--- src/rtl/wb_stage_ctrl.sv ---
// Write-back stage: owns the M/W pipeline register, decodes register-file write
// controls, and holds loads until memory data arrives or a watchdog expires.
module wb_stage_ctrl #(
  parameter int DATA_W       = 32,
  parameter int LOAD_TIMEOUT = 15
) (
  input  logic              clk,
  input  logic              reset,
  input  logic [31:0]       instr_in,
  input  logic              valid_in,
  input  logic              change_in,
  input  logic [DATA_W-1:0] alu_in,
  input  logic [DATA_W-1:0] pc8_in,
  input  logic              mem_rvalid,
  input  logic [DATA_W-1:0] mem_rdata,
  output logic              ready_out,
  output logic              regwrite,
  output logic [4:0]        waddr,
  output logic [DATA_W-1:0] wdata,
  output logic [1:0]        wdctr,
  output logic              busy,
  output logic              timeout_err
);

  localparam int               CNT_W    = $clog2(LOAD_TIMEOUT + 1);
  localparam logic [CNT_W-1:0] CNT_LAST = CNT_W'(LOAD_TIMEOUT - 1);

  localparam logic [5:0] OP_RTYPE  = 6'h00;
  localparam logic [5:0] OP_REGIMM = 6'h01;
  localparam logic [5:0] OP_JAL    = 6'h03;
  localparam logic [5:0] OP_ADDIU  = 6'h09;
  localparam logic [5:0] OP_ORI    = 6'h0D;
  localparam logic [5:0] OP_LUI    = 6'h0F;
  localparam logic [5:0] OP_LB     = 6'h20;
  localparam logic [5:0] OP_LH     = 6'h21;
  localparam logic [5:0] OP_LW     = 6'h23;

  localparam logic [5:0] FN_ROTRV  = 6'h06;
  localparam logic [5:0] FN_MOVZ   = 6'h0A;
  localparam logic [5:0] FN_ADDU   = 6'h21;
  localparam logic [5:0] FN_SUBU   = 6'h23;
  localparam logic [5:0] FN_OR     = 6'h25;
  localparam logic [5:0] FN_SLT    = 6'h2A;

  localparam logic [4:0] RT_BGEZAL = 5'h11;

  localparam logic [1:0] WD_ALU  = 2'b00;
  localparam logic [1:0] WD_MEM  = 2'b01;
  localparam logic [1:0] WD_LINK = 2'b10;

  typedef enum logic [1:0] {IDLE, EXEC, WAIT} state_t;

  state_t           state;
  logic [31:0]      instr_q;
  logic             change_q;
  logic [DATA_W-1:0] alu_q;
  logic [DATA_W-1:0] pc8_q;
  logic [CNT_W-1:0] cnt;

  function automatic logic is_load_op(input logic [5:0] op);
    return (op == OP_LW) || (op == OP_LH) || (op == OP_LB);
  endfunction

  // Pick the addressed half/byte out of the aligned word and extend it.
  function automatic logic [DATA_W-1:0] load_ext(input logic [31:0] word,
                                                 input logic [1:0]  ofs,
                                                 input logic [5:0]  op);
    logic [15:0]       half_v;
    logic [7:0]        byte_v;
    logic [DATA_W-1:0] res;
    half_v = ofs[1] ? word[31:16] : word[15:0];
    byte_v = word[{ofs, 3'b000} +: 8];
    res    = '0;
    case (op)
      OP_LH:   res = {{(DATA_W-16){half_v[15]}}, half_v};
      OP_LB:   res = {{(DATA_W-8){byte_v[7]}}, byte_v};
      default: res[31:0] = word;
    endcase
    return res;
  endfunction

  logic [5:0] op, funct;
  logic [4:0] rt, rd, sa;
  logic       is_rtype, is_movz, is_bgezal, is_jal, is_link, is_load, known, qual;
  logic       capture, timeout;
  logic       unused_rs;

  assign op    = instr_q[31:26];
  assign rt    = instr_q[20:16];
  assign rd    = instr_q[15:11];
  assign sa    = instr_q[10:6];
  assign funct = instr_q[5:0];
  // rs is consumed upstream; the write-back stage never needs it.
  assign unused_rs = ^instr_q[25:21];

  // NOTE: every signal written in always_comb gets a default first, so no latch is inferred.
  always_comb begin
    is_rtype  = (op == OP_RTYPE);
    is_movz   = is_rtype && (funct == FN_MOVZ);
    is_bgezal = (op == OP_REGIMM) && (rt == RT_BGEZAL);
    is_jal    = (op == OP_JAL);
    is_link   = is_jal || is_bgezal;
    is_load   = is_load_op(op);
    known     = is_link || is_load
             || (op == OP_ADDIU) || (op == OP_ORI) || (op == OP_LUI)
             || (is_rtype && ((funct == FN_ADDU) || (funct == FN_SUBU) ||
                              (funct == FN_OR)   || (funct == FN_SLT)  ||
                              (funct == FN_MOVZ) ||
                              ((funct == FN_ROTRV) && (sa == 5'd1))));

    waddr = rt;
    if (is_link)       waddr = 5'd31;
    else if (is_rtype) waddr = rd;

    wdctr = WD_ALU;
    if (is_load)      wdctr = WD_MEM;
    else if (is_link) wdctr = WD_LINK;

    qual = known && !((is_bgezal || is_movz) && change_q) && (waddr != 5'd0);
  end

  assign busy      = (state == WAIT);
  assign ready_out = (state != WAIT) || mem_rvalid;
  assign capture   = valid_in && ready_out;
  assign timeout   = (state == WAIT) && !mem_rvalid && (cnt == CNT_LAST);

  assign regwrite  = qual && ((state == EXEC) || ((state == WAIT) && mem_rvalid));
  assign wdata     = (state == WAIT) ? load_ext(mem_rdata[31:0], alu_q[1:0], op)
                   : (is_link ? pc8_q : alu_q);

  // NOTE: sequential state uses non-blocking assignments so every register samples pre-edge values.
  always_ff @(posedge clk or negedge reset) begin
    if (!reset) begin
      state       <= IDLE;
      instr_q     <= '0;
      change_q    <= 1'b0;
      alu_q       <= '0;
      pc8_q       <= '0;
      cnt         <= '0;
      timeout_err <= 1'b0;
    end else begin
      if (capture) begin
        instr_q  <= instr_in;
        change_q <= change_in;
        alu_q    <= alu_in;
        pc8_q    <= pc8_in;
        cnt      <= '0;
        state    <= is_load_op(instr_in[31:26]) ? WAIT : EXEC;
      end else begin
        case (state)
          EXEC:    state <= IDLE;
          WAIT: begin
            if (mem_rvalid || timeout) state <= IDLE;
            else                       cnt   <= cnt + CNT_W'(1);
          end
          default: state <= IDLE;
        endcase
      end
      if (timeout) timeout_err <= 1'b1;
    end
  end

endmodule

--- config.mk ---
export PLATFORM = sky130hd
export DESIGN_NAME = wb_stage_ctrl
export DESIGN_NICKNAME = d
export VERILOG_FILES = /design/src/rtl/wb_stage_ctrl.sv
export SDC_FILE = /design/constraint.sdc
export NUM_CORES = 1
export LEC_CHECK = 0
export CORE_ASPECT_RATIO = 0.5
export CORE_MARGIN = 10
export CORE_UTILIZATION = 46
export CTS_CLUSTER_SIZE = 28
export DETAILED_ROUTE_END_ITERATION = 8
export PLACE_DENSITY_LB_ADDON = 0.3
export SETUP_SLACK_MARGIN = 0.1
export SLEW_MARGIN = 15
export SYNTH_ARGS = -nofsm -noshare
export SYNTH_HDL_FRONTEND = slang
export SYNTH_SLANG_ARGS = --single-unit
--- constraint.sdc ---
create_clock -name clk -period 2.7 [get_ports clk]
set_clock_uncertainty 0.05 [all_clocks]
set_input_delay 0.54 -clock clk [delete_from_list [all_inputs] [get_ports clk]]
set_output_delay 0.54 -clock clk [all_outputs]
set_load 0.05 [all_outputs]
==> results of run 1 <==
==> power groups by stage <==
stage	Clock [W]	Sequential, W	Combinational [W]
finish	0.00134	0.00172	0.00143
global route	0.00141	0.00173	0.00150
CTS	0.00135	0.00171	0.00138
detailed placement	0	0.00173	0.00133
global placement	0	0.00172	0.00130
floorplan	0	0.00170	0.000702
==> worst register-to-register path: stages (launching register included) <==
cell and delay [ns]:
dfrtp_1 0.39, nand2b_2 0.20, buf_4 0.31, or3_1 0.44, o21ai_0 0.14, nand2_1 0.09
o21ai_0 0.08
==> flip-flops by register name (all words and copies together) (netlist names) <==
| name | flops |
|---|---|
| alu_q | 32 |
| change_q | 1 |
| cnt | 4 |
| instr_q | 27 |
| pc8_q | 32 |
| state | 2 |
| timeout_err | 1 |
==> per-layer routing <==
layer | up-vias | global-route usage, %
li1 | 2513 | -
met1 | 2646 | 27.0
met2 | 229 | 38.4
met3 | 36 | 5.10
met4 | 0 | 4.70
met5 | - | 0
==> cells in the final DEF, fill, tap and decap left out, drive strengths merged, types with 8 or more instances in the layout <==
cell / instances
a211oi: 14
a21oi: 22
a31oi: 14
buf: 94
clkbuf: 11
clkdlybuf4s50: 127
dfrtp: 99
inv: 8
mux2i: 49
nand2: 320
nor2: 8
==> logic make-up (layout without fill, tap and decap cells) <==
family	count (synthesis)	count (layout)
AOI/OAI and AO/OA	77	77
xor gates and xnor gates	2	2
adders and majority gates	2	2
buffers and inverters	48	243
DFF	99	99
muxes	50	50
and+or+nand+nor	363	364
==> final timing paths <==
path / startpoint / end / slack, ns / depth (start not counted)
worst max-delay path: instr_q[29] / wdata[2] / -0.46 / 8
worst min-delay path: reset / cnt[0] / 0.18 / 1
worst max register to register: state[0] / cnt[0] / 0.94 / 6
worst min register to register: change_q / change_q / 0.42 / 2
max in group asynchronous: reset / pc8_q[24] / 1.72 / 2
min in group clk: change_q / change_q / 0.42 / 2
==> through the flow <==
stage,instances,total power (W),hold WS (ns)
floorplan,641,0.00240,0.194
global placement,949,0.00302,0.399
detailed placement,949,0.00305,0.411
CTS,975,0.00443,0.209
global route,982,0.00465,0.230
finish,982,0.00448,0.181
==> final cells by class <==
class / instances / area [sq um] / area share, %
multi-input combinational: 495 / 3340 / 37.3
tap: 145 / 181 / 2.03
sequential: 99 / 2480 / 27.7
clock inverter: 7 / 81.3 / 0.910
inverter: 4 / 15.0 / 0.168
clock buffer: 9 / 225 / 2.52
timing repair buffer: 223 / 2620 / 29.3
==> repair_timing <==
item,4_1_cts,5_1_grt
hold buffers,0,0
hold endpoints to repair,0,0
pin swaps,9,13
setup endpoints to repair,39,39
gates resized for setup,35,36
cloned,2,2
buffers inserted,9,5
==> reports/qor.txt, run 1 <==
Leak - 4.01 nW
Comb pwr share - 31.9%
Post-Synth Simple-Gate Area - 28.7%
Worst path required time - 2.11 ns
DR vias/cell - 5.52
DR vias - 5,424
Top cell family by delay on the critical path - simple AND/OR/NAND/NOR gates
Inserted Diodes - 0
Fin crit share - 117%
Starting DRC count in detailed routing - 506
RSZ-0062 raised after global routing - yes
Max Root-Sink Buffers - 2
Final instance area - 8940 sq um
Max FO, Critical Path - 7
Internal power - 0.00304 W
P per Cell Area - 502 nW/um^2
Asr flop ratio synth - 100%
Worst-path clk slew - 0.07 ns
DRC - 0
Compound-Gate Fraction of Synth Area - 10.2%
Mapped Nets - 776
Multiplexer area fraction after synthesis - 9.46%
Sink Count - 99
FMAX - 317 MHz
Input/output buffers - 170
First-pass DRT Iterations - 5
Largest net degree at the start of global routing - 96
Sequential share of power - 38.3%
Syn avg cell area - 8.28 sq um
Filler Cells Inserted - 671
Finished Core Util - 80.4%
Row count - 27
DR WL met3 - 1.39 mm
Hold WC Path Type - in2async
Met1 wire length - 7.88 mm
Gr ovfl total - 0
Clock Tree Root - clkbuf_16
Post-Syn Instances - 641
Minimum clock period - 3.16 ns
Setup WS post-layout - -0.459 ns
Initial antenna violation count - 0
Failing checks - negative setup slack
Synthesized area - 5310 sq um
CP Buf/Inv Count - 3
Synth cell types - 49
Prevailing post-synth register cell - dfrtp_1
Arr. time, crit path - 2.57 ns
Adder-cell share of the synthesized area - 0.472%
Critical Path Max Stage Delay - 0.41 ns
Routability cong. - 0.900
H-tree levels - 3
# IOs - 176
Full die area - 16,500 sq um
Slew HR - 53.8%
Placement Cell Area - 8150 sq um
Share of cells above drive strength 1 - 24.7%
CTS tree - done
Area delta synth->final - 68.4%
Main combinational cell family by area after synthesis - simple AND/OR/NAND/NOR gates
Top post-synthesis cells by count - 320 x nand2_1, 99 x dfrtp_1, 49 x mux2i_1
Clk pwr share - 29.9%
XOR/XNOR Fraction of Synth Area - 0.330%
Die X-Extent - 172 um
Pre-CTS WS - -0.320 ns
Max-cap violations - 0
Final-stage net count - 967
Most instantiated library cell after synthesis - nand2_1
Initial Utilization - 47.7%
CP startpoint kind - flip-flop
Seq/Total Area, Yosys - 46.7%
DP HPWL - 13.2 mm
Max layer used - met4
Antenna viol nets, final - 0
CORE AREA - 11,100 sq um
P_sw - 0.00145 W
Die outline height - 95.9 um
Critical path class - reg2out
Critical path capture point type - output port
CTS buffer count - 9
Post-synth top area cell - dfrtp_1
Yosys warns - 0
Setup violations, final - 38
Worst-Margin Slew - 0.693 ns
CP Cell Sequence - or3b_4 > buf_6 > nor3_4 > o21ai_4 > a221oi_2 > buf_4 > a31oi_4 > buf_12
Status - finished with violations
Vias in the first global route - 5,376
Global-route wire length before repair - 28.1 mm
Routed len/inst - 19.6 um
Worst VDD drop - 323 uV
Top cell type's share of synthesized area - 46.7%
Number of flops mapped to enable cells by yosys - 0
Tot GR Track Use - 21.8%
Slowest stage cell, crit path - or3b_4
Clock latency on the worst-skew pair - 0.35 ns
Switch share - 32.3%
Slew Viols, Final - 0
Top cells by area, synth - dfrtp_1 47%, nand2_1 23%, mux2i_1 9.2%, a21oi_1 2.1%, clkbuf_1 2.1%
Routed wl met2 - 9.55 mm
Fin. Hold Viols - 0
Count of state elements after synthesis - 99
Routed WL - 19.2 mm
Setup TNS - -9.93 ns
(Power assumes the default switching activity.)
==> inputs of run 2 (changes only) <==
--- a/config.mk
+++ b/config.mk
@@ -5,11 +5,13 @@
 export SDC_FILE = /design/constraint.sdc
 export NUM_CORES = 1
 export LEC_CHECK = 0
+export ABC_CLOCK_PERIOD_IN_PS = 2700
 export CORE_ASPECT_RATIO = 0.5
 export CORE_MARGIN = 10
-export CORE_UTILIZATION = 46
+export CORE_UTILIZATION = 30
 export CTS_CLUSTER_SIZE = 28
 export DETAILED_ROUTE_END_ITERATION = 8
+export HOLD_SLACK_MARGIN = 0.15
 export PLACE_DENSITY_LB_ADDON = 0.3
 export SETUP_SLACK_MARGIN = 0.1
 export SLEW_MARGIN = 15
==> run 2 against run 1 <==
Combinational power hardly changed. Critical path type unchanged. Utilization is 28 points lower. The flow still finishes with violations (negative setup slack). Die area is 44% higher. Non-clock buffer count is 23 higher. Largest power group unchanged. Cell count is 11% higher. Total power is 0.73% higher.
==> reports/qor.txt, run 2 (synthesis results as in run 1) <==
Status - finished with violations
Failing checks - negative setup slack
Arr. time, crit path - 2.43 ns (-0.14 ns)
Comb pwr share - 31.7% (-0.2 points)
Max-cap violations - 0 (unchanged)
Clock Tree Root - clkbuf_16
P_sw - 0.00140 W (-3.5%)
CTS buffer count - 9 (unchanged)
Starting DRC count in detailed routing - 260 (-49%)
Hold WC Path Type - in2async
Hold-fix buffers, CTS - 0 (unchanged)
Critical path capture point type - output port
Initial antenna violation count - 0 (unchanged)
Setup WS post-layout - -0.318 ns (+0.141 ns)
Sink Count - 99 (unchanged)
Internal power - 0.00312 W (+2.7%)
Largest net degree at the start of global routing - 65 (-32%)
Worst-path clk slew - 0.07 ns (about the same)
Worst VDD drop - 332 uV (+2.9%)
Most frequent cells in the layout - 319 x nand2_1, 127 x clkdlybuf4s50_1, 97 x dfrtp_1
Met1 wire length - 8.28 mm (+5.0%)
Minimum clock period - 3.02 ns (-0.141 ns)
Routed WL - 19.2 mm (-0.33%)
H-tree levels - 3 (unchanged)
Clk pwr share - 30.6% (+0.7 points)
Routability cong. - 0.821 (-8.8%)
Vias in the first global route - 5,399 (+0.43%)
Setup TNS - -8.04 ns (+1.90 ns)
Fin. Hold Viols - 0 (unchanged)
P per Cell Area - 493 nW/um^2 (-1.8%)
DP HPWL - 14.3 mm (+8.7%)
Worst-Margin Slew - 0.761 ns (+0.0682 ns)
Die X-Extent - 208 um (+21%)
CORE AREA - 17,400 sq um (+56%)
First-pass DRT Iterations - 5 (unchanged)
Commonest non-fill, non-tap cell in the layout - nand2_1
Fin crit share - 112% (-5.2 points)
Die outline height - 114 um (+19%)
Initial Utilization - 30.6% (-17 points)
Leak - 4.18 nW (+4.3%)
DR WL met3 - 582 um (-58%)
Share of cells above drive strength 1 - 25.8% (+1.1 points)
Row count - 34 (+26%)
Sequential share of power - 37.7% (-0.6 points)
Input/output buffers - 170 (unchanged)
CP startpoint kind - flip-flop
Gr ovfl total - 0 (unchanged)
Max FO, Critical Path - 18 (+11)
Slew HR - 49.3% (-4.5 points)
Global-route wire length before repair - 30.3 mm (+7.8%)
Final-stage net count - 990 (+2.4%)
DR vias - 5,183 (-4.4%)
CTS tree - done
Max layer used - met4
DRC - 0 (unchanged)
FMAX - 331 MHz (+4.7%)
Full die area - 23,700 sq um (+44%)
CP Cell Sequence - or3b_4 > or3_4 > buf_12 > nor2_4 > buf_4 > buf_6 > a21oi_4 > mux2i_4 > buf_12
Slowest stage cell, crit path - or3b_4
Critical path class - reg2out
Worst path required time - 2.11 ns (about the same)
Tot GR Track Use - 15.8% (-6.0 points)
Critical Path Max Stage Delay - 0.41 ns (about the same)
Area delta synth->final - 72.7%
Antenna viol nets, final - 0 (unchanged)
Routed wl met2 - 9.97 mm (+4.4%)
Setup violations, final - 38 (unchanged)
# IOs - 176 (unchanged)
Clock latency on the worst-skew pair - 0.34 ns (about the same)
Switch share - 30.9% (-1.3 points)
Max Root-Sink Buffers - 2 (unchanged)
Top cell family by delay on the critical path - simple AND/OR/NAND/NOR gates
CP most frequent cell - buf_12
Slew Viols, Final - 0 (unchanged)
Routed len/inst - 17.5 um (-10%)
Inserted Diodes - 0 (unchanged)
Hold slack - 0.181 ns (-0.000235 ns)
CP Buf/Inv Count - 4 (+1)
DR vias/cell - 4.74 (-14%)
RSZ-0062 raised after global routing - yes
Largest registers - alu_q x32, pc8_q x32, instr_q x27
run 2: cell count changes in the layout (fill, tap and decap cells not counted), moves of 2 or more:
cell / delta
buf_4: +18
a21oi_2: +4
clkbuf_16: -2
a21oi_1: -5
inv_6: -3
mux2i_4: -3
mux2i_1: +13
buf_6: +7
mux2i_2: -10
run 2: final timing paths:
path                              from          end  slack, ns  cells after the start
setup / recovery           instr_q[29]    wdata[23]      -0.32                      9
hold / removal                   reset  instr_q[16]       0.18                      1
min in group clk            instr_q[6]   instr_q[6]       0.42                      2
setup reg to reg              state[0]       cnt[1]       0.98                      6
hold reg to reg             instr_q[6]   instr_q[6]       0.42                      2
max in group asynchronous        reset  instr_q[30]       1.74                      2
run 2: layout make-up:
| class | instances | area [sq um] |
|---|---|---|
| Fill cell | 1576 | 8190 |
| Multi-Input combinational cell | 495 | 3290 |
| Timing Repair Buffer | 246 | 2780 |
| Sequential cell | 99 | 2480 |
| Tap cell | 234 | 293 |
| Clock buffer | 10 | 229 |
| Clock inverter | 5 | 78.8 |
| Inverter | 4 | 15.0 |
run 2: metal layers:
layer  vias up  GRT usage, %
met5         -             0
met4         0          4.03
met3        19          2.62
met2        99          28.6
met1      2512          19.2
li1       2553             -
run 2: metrics by stage:
stage / worst slack, ns / cell area, sq um / total power [W] / utilization, % / cells
5_1_grt: -0.387 / 9160 / 0.00471 / 52.8 / 1093
4_1_cts: -0.313 / 8970 / 0.00453 / 51.7 / 1085
3_5_place_dp: -0.351 / 8450 / 0.00309 / 48.7 / 1061
6_report: -0.318 / 9160 / 0.00452 / 52.8 / 1093
2_1_floorplan: -0.0430 / 5750 / 0.00240 / - / 641
3_3_place_gp: -0.344 / 8450 / 0.00307 / 48.7 / 1061
run 2: power groups by stage:
stage               registers [W]  clock network (W)  logic, W
floorplan                 0.00170                  0  0.000702
global placement          0.00172                  0   0.00136
finish                    0.00170            0.00138   0.00143
global route              0.00172            0.00147   0.00152
detailed placement        0.00172                  0   0.00137
CTS                       0.00170            0.00141   0.00142
run 2: repair_timing:
item | CTS | global route
pin swaps | 9 | 15
setup endpoints to repair | 39 | 39
gates cloned | 1 | 1
setup buffers | 9 | 7
gates resized for setup | 34 | 31
